**src/rtl/seq_shifter.sv**
```systemverilog
// seq_shifter: iterative SLL/SRL/SRA unit with a fixed coarse step plus single-bit steps.
// Latency: accept edge + floor(shamt/STEP) + (shamt mod STEP) edges until out_valid; shamt==0 is valid after the accept edge.
// Backpressure: in_ready is low from accept until the result is taken; the result is held in DONE until out_ready.
//
// Ports:
//   clk, rst_n        clock and asynchronous active-low reset
//   flush             synchronous abort, highest priority, returns to IDLE
//   in_valid/in_ready request handshake carrying sel, shamt, data_in
//   sel               00=SLL, 01=SRA, 10=SRL, 11=SRA (same decode as the single-cycle shifter)
//   out_valid/out_ready result handshake carrying data_out
//   busy              high whenever an operation is in flight or waiting to be taken
module seq_shifter #(
  parameter int size = 32,
  parameter int STEP = 4
) (
  input  logic                    clk,
  input  logic                    rst_n,
  input  logic                    flush,
  input  logic                    in_valid,
  output logic                    in_ready,
  input  logic [1:0]              sel,
  input  logic [$clog2(size)-1:0] shamt,
  input  logic [size-1:0]         data_in,
  output logic                    out_valid,
  input  logic                    out_ready,
  output logic [size-1:0]         data_out,
  output logic                    busy
);

  localparam int SW = $clog2(size);
  localparam logic [SW-1:0] STEP_W = SW'(STEP);
  localparam logic [SW-1:0] ONE_W  = SW'(1);

  typedef enum logic [1:0] {
    S_IDLE  = 2'd0,
    S_SHIFT = 2'd1,
    S_DONE  = 2'd2
  } state_t;

  state_t          r_state;
  logic [size-1:0] r_work;      // operand being shifted
  logic [SW-1:0]   r_rem;       // shift distance still to apply
  logic            r_left;      // 1 for SLL, 0 for either right shift
  logic            r_fill;      // bit shifted in at the MSB on right shifts
  logic [size-1:0] r_data_out;
  logic            r_in_ready;
  logic            r_out_valid;
  logic            r_busy;

  logic            w_coarse;
  logic [size-1:0] w_shifted;
  logic [SW-1:0]   w_rem_next;

  // Take the coarse step while at least STEP bits remain, then finish one bit at a time.
  assign w_coarse = (r_rem >= STEP_W);

  always_comb begin
    w_shifted  = r_work;
    w_rem_next = r_rem;
    if (w_coarse) begin
      if (r_left) begin
        w_shifted = {r_work[size-STEP-1:0], {STEP{1'b0}}};
      end else begin
        w_shifted = {{STEP{r_fill}}, r_work[size-1:STEP]};
      end
      w_rem_next = r_rem - STEP_W;
    end else begin
      if (r_left) begin
        w_shifted = {r_work[size-2:0], 1'b0};
      end else begin
        w_shifted = {r_fill, r_work[size-1:1]};
      end
      w_rem_next = r_rem - ONE_W;
    end
  end

  always_ff @(posedge clk or negedge rst_n) begin
    if (!rst_n) begin
      r_state     <= S_IDLE;
      r_work      <= '0;
      r_rem       <= '0;
      r_left      <= 1'b0;
      r_fill      <= 1'b0;
      r_data_out  <= '0;
      r_in_ready  <= 1'b1;
      r_out_valid <= 1'b0;
      r_busy      <= 1'b0;
    end else if (flush) begin
      // Abort wins over any handshake this cycle; the last completed result stays on data_out.
      r_state     <= S_IDLE;
      r_rem       <= '0;
      r_in_ready  <= 1'b1;
      r_out_valid <= 1'b0;
      r_busy      <= 1'b0;
    end else begin
      case (r_state)
        S_IDLE: begin
          if (in_valid) begin
            r_left     <= (sel == 2'b00);
            // Sign is captured once here so SRA never re-samples the operand.
            r_fill     <= sel[0] & data_in[size-1];
            r_in_ready <= 1'b0;
            r_busy     <= 1'b1;
            if (shamt == '0) begin
              r_state     <= S_DONE;
              r_data_out  <= data_in;
              r_rem       <= '0;
              r_out_valid <= 1'b1;
            end else begin
              r_state <= S_SHIFT;
              r_work  <= data_in;
              r_rem   <= shamt;
            end
          end
        end
        S_SHIFT: begin
          r_work <= w_shifted;
          r_rem  <= w_rem_next;
          if (w_rem_next == '0) begin
            r_state     <= S_DONE;
            r_data_out  <= w_shifted;
            r_out_valid <= 1'b1;
          end
        end
        S_DONE: begin
          if (out_ready) begin
            r_state     <= S_IDLE;
            r_out_valid <= 1'b0;
            r_in_ready  <= 1'b1;
            r_busy      <= 1'b0;
          end
        end
        default: begin
          r_state     <= S_IDLE;
          r_rem       <= '0;
          r_in_ready  <= 1'b1;
          r_out_valid <= 1'b0;
          r_busy      <= 1'b0;
        end
      endcase
    end
  end

  assign in_ready  = r_in_ready;
  assign out_valid = r_out_valid;
  assign data_out  = r_data_out;
  assign busy      = r_busy;

endmodule

```
**config.mk**
```make
export PLATFORM = sky130hd
export DESIGN_NAME = seq_shifter
export DESIGN_NICKNAME = d
export VERILOG_FILES = /design/src/rtl/seq_shifter.sv
export SDC_FILE = /design/constraint.sdc
export NUM_CORES = 1
export LEC_CHECK = 0
export BUFFER_PORTS_ARGS = -buffer_cell sky130_fd_sc_hd__buf_2
export CAP_MARGIN = 30
export CORE_AREA = 4 4 91 93
export DETAILED_ROUTE_END_ITERATION = 6
export DIE_AREA = 0 0 95 97
export HOLD_SLACK_MARGIN = 0.12
export PLACE_DENSITY = 0.89
export SYNTH_ARGS = -nofsm -noshare
export SYNTH_HDL_FRONTEND = slang
export SYNTH_SLANG_ARGS = --single-unit
```
**constraint.sdc**
```tcl
create_clock -name clk -period 6.67 [get_ports clk]
set_clock_uncertainty 0.1 [all_clocks]
set_input_delay 0.667 -clock clk [delete_from_list [all_inputs] [get_ports clk]]
set_output_delay 0.667 -clock clk [all_outputs]
set_load 0.02 [all_outputs]
```
==> results.toml <==
[routing]
vias = 3847
avgRoutedWirePerCell_um = 19.80
ant_nets = 0
drc = 0
drt_iter0_markers = 441
firstDrtPassIters = 5
wl_mm = 11.72
via_per_inst = 6.498

[synth]
synthXorXnorAreaFrac = 0.003898
synth_area_sq_um = 4494
synth_fa_ha_area_frac = 0.01114
synth_top_cell_by_area = "dfrtp_1"
synth_flop_cell = "dfrtp_1"
synth.avg_cell_area_sq_um = 10.60
synthMuxAreaShare = 0.1715
async_reset_ff_frac = 1.000
post-synth-top-area-fraction = 0.4176
yosys-top-cells-area = "dfrtp_1 (42%), mux4_1 (13%), nand2_1 (5.5%)"
syn_nets = 472
ys_types = 53
synth_edf_count = 0
synth_top_family_by_area = "compound AO/OA/AOI/OAI gates"
synth-seq-cells = 76
synth_cells = 424
synthSimpleGateAreaFrac = 0.1208
synth_compound_area_frac = 0.2063
yosysWarnings = 0
yosysSeqAreaShare = 0.4234

[setup_path]
startpoint = "r_rem[3]"
reg2reg_from = "r_rem[3]"
timing.setup.critical_path_class = "register to register"
worst-path-max-fanout = 19
start_kind = "register"
critPathArrivalTime_ns = 3.49
end_kind = "register"
required_ns = 6.80

[sta]
worst-slew-pin-transition_ns = 0.7464
tns_ns = 0
grt_setup_unrepaired = "no"
maxSlewViolCount = 0
max_clock_freq_mhz = 297.8
period_needed_ns = 3.358
relSlewSlack = 0.5024
hold_slack_ns = 0.4071
min_period_over_period = 0.5034
finalHoldViolCount = 0
setup_viol = 0
layout_setup_ws_ns = 3.312

[layout]
layoutNonFillerInstCount = 592
drive_above_1_share = 0.2531
nFillCells = 576
multi_input_area_sq_um = 2323
layout_commonest_cell = "buf_2"
postLayoutCoreUtil = 0.6785
nNetsFinal = 534
areaGrowthSynthToFinish_pct = 13.64
design_area_sq_um = 5107
regArea_sq_um = 1903
mostFrequentLayoutCells = "buf_2 (77), dfrtp_1 (75), nand2_1 (66), nor2_1 (38), a31oi_1 (28)"
n_antenna_cell = 0

[run_status]
status = "completed"

[clock_tree]
cts_made_buffers = 9
clk_latency_ns = 0.35
cts_tree = "built"
htreeDepth = 3
clk_pin_slew_ns = 0.08
clockRootBuffer = "clkbuf_8"
post_cts_resized = 0
cts_buffer_depth = 2
clock-sinks = 76

[floorplanning]
placementRows = 32
io_pins = 79
start_util = 0.5971
die_w_um = 95
dieHeight_um = 97
die-area_sq_um = 9215
core_area_sq_um = 7527

[placement]
gp_congestion = 0.8726
dp.cells = 575
placed_cell_area_sq_um = 4880
port_buffers = 78
dp_hpwl_mm = 7.633
dp_slack_ns = 3.021

[hold_path]
hp-start = "busy"
hp-class = "register to register"

[global_routing]
met3_usage = 0.04821
met2_usage = 0.4257
grt_pass1_vias = 3838
track_usage = 0.2688
grt_overflow = 0
grt_max_degree = 77
grt_pass1_wl_mm = 19.39
grt-busiest-layer = "met2"
use_met1 = 0.3685
antenna_found_initial = 0

[power_and_ir_drop]
p_per_area_nw_per_um2 = 414.9
ir_drop_v = 0.0001930
leakagePower_nw = 2.198
power.total_mw = 2.119

[job]
maxCapViolCount = 0
## registers in the layout (all words and copies together) (netlist names)
name	count
out_valid	1
r_work	32
r_state	2
r_left	1
in_ready	1
r_fill	1
r_rem	5
data_out	32
busy	1
## routing by layer
| layer | vias to the layer above | part of all wire |
|---|---|---|
| li1 | 1745 | - |
| met1 | 1855 | 0.40 |
| met2 | 214 | 0.49 |
| met3 | 33 | 0.077 |
| met4 | 0 | 0.030 |
| met5 | - | 0 |
## synthesized netlist by cell type, types with 3 or more instances
library cell  instances
a31o_2                3
buf_6                 8
ha_1                  4
buf_4                 4
nor2b_1               4
a2bb2oi_1            22
o21ai_0              18
nand3_1               7
mux4_1               23
o221ai_1              5
nor2_1               38
clkbuf_1             14
nand2_1              66
dfrtp_1              75
mux2_2                5
mux4_2                4
a21oi_1               5
buf_2                 9
inv_1                16
o22ai_1              25
a31oi_1              28
o221a_2               3
## what timing repair did
action | in CTS | in global routing
buffers inserted | 0 | 0
hold buffers | 0 | 1
hold endpoints to repair | 0 | 1
## layout make-up
| type | count | share of cell area |
|---|---|---|
| multi-input combinational | 296 | 0.4549 |
| timing repair buffer | 87 | 0.09848 |
| clock buffer | 10 | 0.02695 |
| inverter | 16 | 0.01176 |
| tap | 102 | 0.02499 |
| clock inverter | 5 | 0.01029 |
| sequential | 76 | 0.3726 |
## worst max-delay path: stages, from the launching register on
cell and delay, ns:
dfrtp_1 0.46, inv_1 0.10, ha_1 0.24, a2111o_1 0.64, nor3_2 0.27, or2_4 0.17
o21a_1 0.51, buf_4 0.37, mux2_2 0.36
## path summary, 6_finish.rpt
kind | endpoint | slack [ns] | cells after the start
max in group asynchronous | in_ready | 5.33 | 3
min reg2reg | busy | 0.41 | 1
max | data_out[31] | 3.31 | 8
max reg2reg | data_out[31] | 3.31 | 8
min in group asynchronous | data_out[1] | 0.54 | 2
min | busy | 0.41 | 1
## kinds of logic after synthesis
kind of cell             count (synthesis)
AO/OA/AOI/OAI                          128
XOR/XNOR                                 2
AND/OR/NAND/NOR                        128
adder cells (fa/ha/maj)                  4
flip-flops                              76
buffers and inverters                   52
multiplexers                            34
## report_power, final
part	total [mW]	internal (mW)	switching [mW]
clock network	0.346	0.179	0.167
logic	0.957	0.453	0.504
registers	0.816	0.636	0.180
total	2.12	1.27	0.851
No activity file was read; power rests on OpenSTA's default activity.
